==> src/rtl/mem_port_arbiter4_pkg.sv <==
// Shared definitions for the 4-way memory port arbiter: state encoding,
// requester count and the counter-width helper.
package mem_port_arbiter4_pkg;

    localparam int NREQ = 4;

    typedef enum logic {
        ST_IDLE = 1'b0,
        ST_BUSY = 1'b1
    } state_e;

    // Counter width able to hold values up to n with one spare bit.
    function automatic int cnt_width(input int n);
        return $clog2(n) + 1;
    endfunction

endpackage

==> src/rtl/mem_port_arbiter4_rr_pick4.sv <==
// Combinational round-robin picker: first set request bit scanning
// ptr+1, ptr+2, ... modulo 4.
module rr_pick4
    import mem_port_arbiter4_pkg::*;
(
    input  logic [NREQ-1:0] req,
    input  logic [1:0]      ptr,
    output logic            any,
    output logic [1:0]      idx
);

    // Scan from lowest to highest priority so the last hit wins.
    always_comb begin
        logic [1:0] cand_s;
        any    = |req;
        idx    = ptr;
        cand_s = ptr;
        for (int i = NREQ; i >= 1; i--) begin
            cand_s = ptr + 2'(i);
            idx    = req[cand_s] ? cand_s : idx;
        end
    end

endmodule

==> src/rtl/mem_port_arbiter4.sv <==
// Round-robin arbiter/sequencer sharing one memory port among 4 requesters,
// with bounded locked bursts and a response timeout.
module mem_port_arbiter4
    import mem_port_arbiter4_pkg::*;
#(
    parameter int MAXBURST = 4,
    parameter int TIMEOUT  = 255
) (
    input  logic            clk,
    input  logic            rst_n,
    input  logic [NREQ-1:0] req,
    input  logic [NREQ-1:0] lock,
    input  logic            mem_ready,
    output logic [1:0]      sel,
    output logic [NREQ-1:0] gnt,
    output logic            mem_valid,
    output logic [NREQ-1:0] done,
    output logic            err,
    output logic            busy
);

    localparam int BW = cnt_width(MAXBURST);
    localparam int TW = cnt_width(TIMEOUT + 1);
    localparam logic [BW-1:0] BURST_LAST = BW'(MAXBURST - 1);
    localparam logic [BW-1:0] BURST_ONE  = BW'(1'b1);
    localparam logic [TW-1:0] TMO_LAST   = (TIMEOUT == 0) ? '0 : TW'(TIMEOUT - 1);
    localparam logic [TW-1:0] TMO_ONE    = TW'(1'b1);
    localparam logic          TMO_EN     = (TIMEOUT != 0);

    state_e            state_r, state_nxt_s;
    logic [1:0]        ptr_r, ptr_nxt_s;
    logic [1:0]        sel_r, sel_nxt_s;
    logic [NREQ-1:0]   gnt_r, gnt_nxt_s;
    logic [BW-1:0]     burst_cnt_r, burst_nxt_s;
    logic [TW-1:0]     tmo_cnt_r, tmo_nxt_s;

    logic              pick_any_s;
    logic [1:0]        pick_idx_s;
    logic              xfer_s;
    logic              tmo_hit_s;
    logic              burst_more_s;

    rr_pick4 u_pick (
        .req (req),
        .ptr (ptr_r),
        .any (pick_any_s),
        .idx (pick_idx_s)
    );

    assign xfer_s       = (state_r == ST_BUSY) & mem_ready;
    assign tmo_hit_s    = TMO_EN & (state_r == ST_BUSY) & ~mem_ready & (tmo_cnt_r == TMO_LAST);
    assign burst_more_s = lock[sel_r] & req[sel_r] & (burst_cnt_r < BURST_LAST);

    // State and grant registers; ptr resets to 3 so requester 0 wins first.
    always_ff @(posedge clk or negedge rst_n) begin
        if (!rst_n) begin
            state_r     <= ST_IDLE;
            ptr_r       <= 2'd3;
            sel_r       <= 2'd0;
            gnt_r       <= 4'b0000;
            burst_cnt_r <= '0;
            tmo_cnt_r   <= '0;
        end else begin
            state_r     <= state_nxt_s;
            ptr_r       <= ptr_nxt_s;
            sel_r       <= sel_nxt_s;
            gnt_r       <= gnt_nxt_s;
            burst_cnt_r <= burst_nxt_s;
            tmo_cnt_r   <= tmo_nxt_s;
        end
    end

    // Next-state logic: arbitration in IDLE, completion/burst/timeout in BUSY.
    always_comb begin
        state_nxt_s = state_r;
        ptr_nxt_s   = ptr_r;
        sel_nxt_s   = sel_r;
        gnt_nxt_s   = gnt_r;
        burst_nxt_s = burst_cnt_r;
        tmo_nxt_s   = tmo_cnt_r;
        case (state_r)
            ST_IDLE: begin
                if (pick_any_s) begin
                    state_nxt_s = ST_BUSY;
                    ptr_nxt_s   = pick_idx_s;
                    sel_nxt_s   = pick_idx_s;
                    gnt_nxt_s   = 4'b0001 << pick_idx_s;
                    burst_nxt_s = '0;
                    tmo_nxt_s   = '0;
                end else begin
                    gnt_nxt_s   = 4'b0000;
                end
            end
            ST_BUSY: begin
                if (xfer_s) begin
                    tmo_nxt_s = '0;
                    if (burst_more_s) begin
                        burst_nxt_s = burst_cnt_r + BURST_ONE;
                    end else begin
                        state_nxt_s = ST_IDLE;
                        gnt_nxt_s   = 4'b0000;
                        burst_nxt_s = '0;
                    end
                end else if (tmo_hit_s) begin
                    state_nxt_s = ST_IDLE;
                    gnt_nxt_s   = 4'b0000;
                    burst_nxt_s = '0;
                    tmo_nxt_s   = '0;
                end else begin
                    tmo_nxt_s = tmo_cnt_r + TMO_ONE;
                end
            end
            default: begin
                state_nxt_s = ST_IDLE;
                gnt_nxt_s   = 4'b0000;
            end
        endcase
    end

    // Outputs: done/err are combinational so the requester sees completion in the ready cycle.
    always_comb begin
        sel       = sel_r;
        gnt       = gnt_r;
        mem_valid = (state_r == ST_BUSY);
        busy      = (state_r == ST_BUSY);
        err       = tmo_hit_s;
        if (xfer_s || tmo_hit_s) begin
            done = gnt_r;
        end else begin
            done = 4'b0000;
        end
    end

endmodule

==> config.mk <==
export PLATFORM = sky130hd
export DESIGN_NAME = mem_port_arbiter4
export DESIGN_NICKNAME = d
export VERILOG_FILES = /design/src/rtl/mem_port_arbiter4_pkg.sv /design/src/rtl/mem_port_arbiter4_rr_pick4.sv /design/src/rtl/mem_port_arbiter4.sv
export SDC_FILE = /design/constraint.sdc
export NUM_CORES = 1
export LEC_CHECK = 0
export ABC_AREA = 1
export CAP_MARGIN = 20
export CORE_MARGIN = 2
export CORE_UTILIZATION = 52
export DETAILED_ROUTE_END_ITERATION = 6
export GPL_ROUTABILITY_DRIVEN = 0
export MAX_ROUTING_LAYER = met4
export PLACE_DENSITY = 0.79
export SLEW_MARGIN = 15
export SYNTH_ARGS = -nofsm -noshare
export SYNTH_HDL_FRONTEND = slang
export SYNTH_HIERARCHICAL = 1
export SYNTH_SLANG_ARGS = --single-unit
==> constraint.sdc <==
create_clock -name clk -period 1.82 [get_ports clk]
set_input_delay 0.273 -clock clk [delete_from_list [all_inputs] [get_ports clk]]
set_output_delay 0.273 -clock clk [all_outputs]
set_load 0.03 [all_outputs]
==> summary.txt <==
Yosys
  – Top cells by area, synth: dfrtp_1 (34%), nand2_1 (14%), inv_1 (6.4%)
  – Yosys top cell area share: 0.337
  – Area leader, netlist: dfrtp_1
  – Cell area after synthesis: 1410 um2
  – Synth Register Bits: 21
  – EDFF count, synth: 0
  – Most used DFF post-synth: dfrtp_1
  – Synth Net Count: 198
  – Synth Instances: 184
  – Most frequent cell after synthesis: nand2_1
  – Synth top cells by count: nand2_1 (52), inv_1 (24), dfrtp_1 (19)
  – Average size of a mapped cell: between 7 and 8 um2
  – Ys async rst share: 1.00
  – Library cells used by synthesis: 28
  – Synth Warn #: 6
  – Sequential fraction of the synthesis area: 0.375

Drt
  – Final ANT Viol Nets: 0
  – Final wirelength: 3200 um
  – DR WL/cell: 12.7 um
  – Vias per cell: 5.13
  – First drt pass iteration count: 4
  – Initial DRC count: 36
  – Vias: around 1300
  – # DRC: 0

Placement
  – IO buf count: 23
  – Pre-CTS setup slack: roughly 0.035 ns
  – Hpwl dp: ~2300 um
  – Dpl cell area: 1680 um2

Cells and area
  – Final Cell Area: roughly 1800 um2
  – Layout cells sized above 1: 0.312
  – Area growth syn-to-layout: 29.8%
  – Fillers: 196
  – Nets: about 240
  – Antenna diode count: 0

Worst hold path
  – Hold Path Class: input port to asynchronous set/reset pin

Global route
  – Initial antenna violation count: 0
  – Largest net degree at the start of global routing: 22
  – Number of global-route vias before repair: 1192
  – GRT Util Overall: 0.214
  – Global route total overflow: 0
  – First-pass GRT wire length: 5130 um

Outcome
  – Status: complete, but fails checks
  – Failing checks: negative setup slack

STA
  – Unrepaired setup endpoints after global routing: yes
  – Max-slew violations: 0
  – Post-route setup slack: -0.0266 ns
  – Final Hold Vio Count: 0
  – WHS: ~0.30 ns
  – Final period utilization: 1.01
  – FMAX: 0.542 GHz
  – Clock Skew: 0.00232 ns
  – Worst Tran Pin Value: around 0.32 ns
  – Slew headroom: 0.786
  – Min cycle time layout: ~1.8 ns
  – Final setup fails: 4

CTS
  – Clock Pin Slew Worst Setup and Hold Paths: approximately 0.12 ns
  – Total CTS buffers: 3
  – CTS Root Buffer Type: clkbuf_4
  – Clock buffer depth: 2
  – H-tree Lvls: 1
  – Clk_lat worst skew: 0.30 ns
  – Num Clock Sinks: 21
  – CTS tree: done

Critical path
  – Kind of end point of the critical path: output port
  – Crit Path Class: flip-flop to output port
  – CP arrival: between 1.5 and 2 ns
  – Worst Path Max Fanout: 5
  – Startpoint Class: flip-flop
  – Critical path data required time: 1.55 ns

Power and ir drop
  – Leakage: 0.900 nW
  – Pwr dens: 1370 nW/um2
  – Max IR drop VDD: around 1.2 mV

Floorplanning
  – Placeable Area: 2520 um2
  – Die Width: ~56 um
  – FP Rows: 18
  – Io pins: 24
  – Die ar.: 3140 um2
  – Chip Height: about 56 um
  – Initial Util: 0.559

Job
  – Max-cap viol count: 0
[registers in the layout, summed over array words and instances (netlist names)]
register     cells
gnt              4
ptr_r            2
sel              2
busy             1
burst_cnt_r      3
tmo_cnt_r        9
[cells in the final DEF (no fill, tap or decap), drive strengths merged]
master / Yosys / routed
buf: 2 / 17
xnor2: 1 / 1
clkbuf: 0 / 3
o21ai: 7 / 7
a21boi: 4 / 4
nand4: 2 / 2
nand3: 19 / 19
ha: 3 / 3
inv: 30 / 30
xor2: 2 / 2
clkdlybuf4s50: 0 / 16
dfstp: 2 / 2
nor3: 1 / 1
nor2: 20 / 20
dfrtp: 19 / 19
a21oi: 3 / 3
dlygate4sd2: 0 / 2
nand2: 68 / 68
and3: 1 / 1
clkinv: 0 / 1
[timing repair]
| action | CTS | global route |
|---|---|---|
| buffers inserted | 3 | 5 |
| pin swaps | 3 | 5 |
| setup endpoints to repair | 7 | 9 |
| resized for setup | 15 | 9 |
| endpoints found under the hold margin | 0 | 0 |
| hold buffers | 0 | 0 |
[worst paths after layout]
| check | startpoint | end | slack, ns | depth (start not counted) |
|---|---|---|---|---|
| setup / recovery | tmo_cnt_r[0] | done[1] | -0.03 | 7 |
| setup reg to reg | ptr_r[0] | sel[0] | 0.16 | 14 |
| max in group asynchronous | rst_n | ptr_r[1] | 1.25 | 2 |
| hold reg to reg | gnt[3] | gnt[3] | 0.52 | 2 |
| hold / removal | rst_n | burst_cnt_r[1] | 0.30 | 2 |
| min in group clk | gnt[3] | gnt[3] | 0.52 | 2 |
[metrics by stage]
stage	util	TNS (ns)	instances	power, mW
after floorplan	-	-0.687	184	1.74
after global placement	0.664	0	239	2.05
after detailed placement	0.664	0	239	2.10
after CTS	0.698	-0.102	246	2.39
after global routing	0.725	-0.541	251	2.70
final	0.725	-0.0884	251	2.51
[logic make-up after synthesis]
| family | synth area share |
|---|---|
| fa+ha+maj | 0.0266 |
| flops | 0.375 |
| xor+xnor | 0.0187 |
| simple gates | 0.411 |
| buf+inv | 0.0986 |
| compound gates | 0.0702 |
[area by class of cell]
| type | count | area (um2) | area share |
|---|---|---|---|
| Clock buffer | 3 | 22.5 | 0.0123 |
| Clock inverter | 1 | 5.00 | 0.00274 |
| Multi-Input combinational cell | 131 | 792 | 0.433 |
| Inverter | 30 | 120 | 0.0657 |
| Sequential cell | 21 | 528 | 0.289 |
| Tap cell | 30 | 37.5 | 0.0205 |
| Timing Repair Buffer | 35 | 324 | 0.177 |
[worst max-delay path: stages, from the launching register on]
cell      delay [ns]
dfrtp_1         0.42
inv_2           0.09
ha_4            0.14
nand2_4         0.05
nor2_4          0.11
nand3_4         0.13
a21boi_2        0.18
buf_6           0.15
[layer usage]
layer | vias to the layer above | routed length (um) | track usage
li1 | 642 | - | -
met1 | 612 | 1470 | 0.282
met2 | 30 | 1550 | 0.338
met3 | 4 | 138 | 0.0326
met4 | 0 | 40 | 0.0748
met5 | - | 0 | -
[report_power, final]
| part | switching, mW | internal [mW] |
|---|---|---|
| clock network | 0.148 | 0.0820 |
| logic | 0.933 | 0.609 |
| registers | 0.138 | 0.605 |
Note: power is estimated with default switching activity, not from simulation.
==> patch 1 (config.mk and constraints unchanged) <==
Change the parameter `TIMEOUT` from 255 to 510.
--- a/src/rtl/mem_port_arbiter4.sv
+++ b/src/rtl/mem_port_arbiter4.sv
@@ -4,7 +4,7 @@
     import mem_port_arbiter4_pkg::*;
 #(
     parameter int MAXBURST = 4,
-    parameter int TIMEOUT  = 255
+    parameter int TIMEOUT  = 510
 ) (
     input  logic            clk,
     input  logic            rst_n,
Check against the original RTL: no difference found for any inputs over 10 cycles, from zero or initial values and one cycle with rst_n low; that may be too few to reach the edited logic, so the function may still have changed.
==> patch 1 against the original RTL <==
The run still ends with negative setup slack left; count of clock-buffer cells in the layout increased by 1; global-route usage rose by 0.62 points; design area decreased by 4.6%; fmax fell by 4.9%; core utilization decreased by 3.3 points; wire length shrank 1.2%; area after synthesis is 0.71% lower; synthesized cell count is 1.6% higher; sequential power fell by 0.8%; total power down 5.0%; sequential cell count up 1; non-clock buffer count decreased by 5; die area fell by 0.66%; worst setup slack worse by 0.094 ns; critical path type unchanged.
==> patch 1: results (changes against the original RTL) <==
* Multi-input gates at 135 (+3.1%)
* Adder-cell share of the synthesized area at 2.68% (+0.019 points)
* Worst slew margin relative to its limit at 78.5% (about the same)
* Share of final layout cell area taken by clock buffers and inverters at 2.08% (+0.57 points)
* Yosys cell types at 25 (-11%)
* Global-route track usage on met1 at 30.3% (+2.2 points)
* Met1 WL at 1540 µm (+4.5%)
* Dpl cells at 241 (+0.84%)
* Violations in the final reports: negative setup slack
* Share of post-route cells with drive strength above 1 at 23.3% (-7.9 points)
* Final WS setup at -0.121 ns (-0.0944 ns)
* Wire length per cell after detailed routing at 12.7 µm (-0.43%)
* Count of fill cells added during filler insertion at 211 (+7.7%)
* Routed wire length on met2 at 1440 µm (-6.9%)
* Inverters excl. clock at 28 (-6.7%)
* Aggregate global-route resource usage at 22.1% (+0.62 points)
* Register fraction of the total cell area at 31.7% (+2.8 points)
* Setup Slack @ Placement at 0.0167 ns (-0.0186 ns)
* Skew final at 0.00208 ns (-0.000243 ns)
* Met2 Usage GRT at 33.2% (-0.62 points)
* Start point of the critical path: tmo_cnt_r[1]
* Leakage power at 0.889 nW (-1.3%)
* Largest cells by area after synthesis: dfrtp_1, nand2_1, nand3_1
* HPWL reported at the end of detailed placement at 2410 µm (+3.6%)
* Initial drt markers at 41 (+14%)
* Combinational cell fraction of total power at 57.7% (-3.6 points)
* Total wirelength of the detailed-routed design at 3160 µm (-1.2%)
* FF+latch area at 553 µm² (+4.7%)
* Worst reg-to-reg path cell count at 13 (-1)
* Synth Area per Inst at 7.48 µm² (-2.3%)
* Number of flip-flops under the largest register name at 10 (+1)
* IR Drop Worst-Case VDD at 1170 µV (-0.24%)
* Final-stage net count at 234 (-0.85%)
* Vias per Instance at 5.15 (+0.33%)
* Layout buffering overhead excluding clock cells at 16.1% (-1.6 points)
* Part of the Yosys area used for sequential elements at 39.5% (+2.1 points)
* GR met3 Demand/Resource at 3.49% (+0.23 points)
* Worst reg2reg endpoint: gnt[2]
* Synthesized-area fraction occupied by ao, oa, aoi and oai cells at 4.20% (-2.8 points)
* Xor/xnor cell area share of the yosys netlist at 3.13% (+1.3 points)
* Outcome: finished with violations
* Endpoint arrival time on the critical path at 1.67 ns (+0.10 ns)
* Clock buffer instance count of the final layout at 4 (+1)
* Total of endpoints with negative setup slack in the final report at 5 (+1)
* TNS Setup at -0.484 ns (-0.396 ns)
* Termination of the worst setup path: done[2]
* Cell Area, Placed at 0.00166 mm² (-1.0%)
* Routed wire length on met3 at 131 µm (-5.1%)
* Part of the power in registers at 30.8% (+1.3 points)
* Largest net degree at the start of global routing at 23 (+4.5%)
* First-pass GRT wire length at 5380 µm (+4.9%)
[patch 1: changes by cell type after synthesis, sizes merged, moves of 2 or more]
cell   before  now
nand4       2    7
a21oi       3    0
o21ai       7    5
nand2      68   70
inv        30   28
[patch 1: how the worst min path moves through the flow]
stage	end	slack, ns	cells after the start
2_1_floorplan	burst_cnt_r[0]	-0.02	0
3_3_place_gp	burst_cnt_r[2]	0.46	2
3_5_place_dp	burst_cnt_r[2]	0.47	2
4_1_cts	tmo_cnt_r[0]	0.32	2
5_1_grt	tmo_cnt_r[1]	0.32	2
6_report	tmo_cnt_r[0]	0.30	2
[patch 1: worst max-delay path: stages (launching register included)]
cell and delay (ns):
dfrtp_1 0.40, inv_1 0.06, ha_2 0.17, nand2_2 0.05
nor2_2 0.09, nand4_1 0.21, a21boi_1 0.20, buf_4 0.18
[patch 1: timing repair]
action,4_1_cts,5_1_grt
setup endpoints to repair,7,11
pin swaps,5,2
buffers inserted,2,2
gates cloned,0,0
gates resized for setup,7,4
==> patch 2 (same settings) <==
Without the edit above. Reset style: synchronous (`rst_n`), changed in one clocked block.
--- a/src/rtl/mem_port_arbiter4.sv
+++ b/src/rtl/mem_port_arbiter4.sv
@@ -52,7 +52,7 @@
     assign burst_more_s = lock[sel_r] & req[sel_r] & (burst_cnt_r < BURST_LAST);
 
     // State and grant registers; ptr resets to 3 so requester 0 wins first.
-    always_ff @(posedge clk or negedge rst_n) begin
+    always_ff @(posedge clk) begin
         if (!rst_n) begin
             state_r     <= ST_IDLE;
             ptr_r       <= 2'd3;
Check against the original RTL: differs if rst_n is asserted again (counterexample within 4 cycles, from zero or initial values and one cycle with rst_n low); with rst_n held inactive, the same outputs for 10 cycles.
==> patch 2 against the original RTL <==
Design area shrank 3.2%; worst setup slack gained 0.088 ns; first-iteration DRC count shrank 36%; critical path depth shrank 2; sequential cell count is the same; final cell count grew 6.0%; wire length shrank 6.1%; die area shrank 4.1%; area after synthesis shrank 4.4%; clock skew grew 0.00076 ns; largest cell class unchanged.
Power is not compared: it rests on default switching activity, and its combinational part moved more than twofold at a synthesized area within 25%.
==> patch 2: results (changes against the original RTL) <==
* First-pass GRT wire length at 4820 µm (-6.2%)
* CP peak stage delay at 0.40 ns (-0.02 ns)
* Vias per Instance at 5.07 (-1.2%)
* Largest cells by area after synthesis: dfxtp_1, nand2_1, nand3_1
* Setup Slack @ Placement at -0.0740 ns (-0.109 ns)
* Cell Area, Placed at 0.00165 mm² (-1.5%)
* Worst-case hold slack at 0.476 ns (+0.176 ns)
* Routed wire length on met2 at 1530 µm (-1.4%)
* Most used standard cells in the synthesized netlist: nand2_1, inv_1, dfxtp_1, nand3_1, nor2_1
* Global-route track usage on met1 at 26.7% (-1.5 points)
* Outcome: completed
* Cell count after synthesis at 202 (+9.8%)
* Actual slew at the worst max-slew pin at 0.395 ns (+0.0748 ns)
* Internal reg-to-reg setup slack at 0.21 ns (+0.05 ns)
* Critical-path top delay cell: dfxtp_1
* Met1 WL at 1330 µm (-9.8%)
* Non-filler cells in the finished layout at 266 (+6.0%)
* Class of the most critical hold timing path: reg2reg
* Worst reg2reg endpoint: gnt[3]
* Yosys cell types at 27 (-3.6%)
* Total wirelength of the detailed-routed design at 3000 µm (-6.1%)
* Post-synth ARST share at 0% (-100 points)
* GR met3 Demand/Resource at 3.55% (+0.30 points)
* Cell class contributing the biggest share of worst-path delay: simple AND/OR/NAND/NOR gates
* Primary FF master, synth: dfxtp_1
* Initial drt markers at 23 (-36%)
* Setup Buffers After CTS at 1 (-2)
* HPWL reported at the end of detailed placement at 2310 µm (-0.73%)
==> patch 2: area by class of cell <==
cell class              count  area [µm²]  area share (%)
inverters                  29         116            6.57
well taps                  30        37.5            2.12
repair buffers             33         317            17.9
clock buffers               4        26.3            1.48
multi-input cells         149         846            47.8
flip-flops and latches     21         428            24.2
==> patch 2: worst max-delay path by stage <==
stage | startpoint | endpoint | depth (start not counted)
3_3_place_gp | req[3] | gnt[2] | 15
3_5_place_dp | req[1] | gnt[1] | 15
2_1_floorplan | busy | done[0] | 4
5_1_grt | tmo_cnt_r[5] | done[1] | 5
4_1_cts | tmo_cnt_r[0] | done[0] | 7
6_report | tmo_cnt_r[5] | done[2] | 5
==> patch 2: kinds of logic after synthesis <==
logic type / after synthesis / synth area share (%)
flip-flops: 21 / 31.2
adder cells (fa/ha/maj): 3 / 2.79
AND/OR/NAND/NOR: 125 / 45.5
AO/OA/AOI/OAI: 19 / 8.74
buffers and inverters: 32 / 10.4
XOR/XNOR: 2 / 1.30
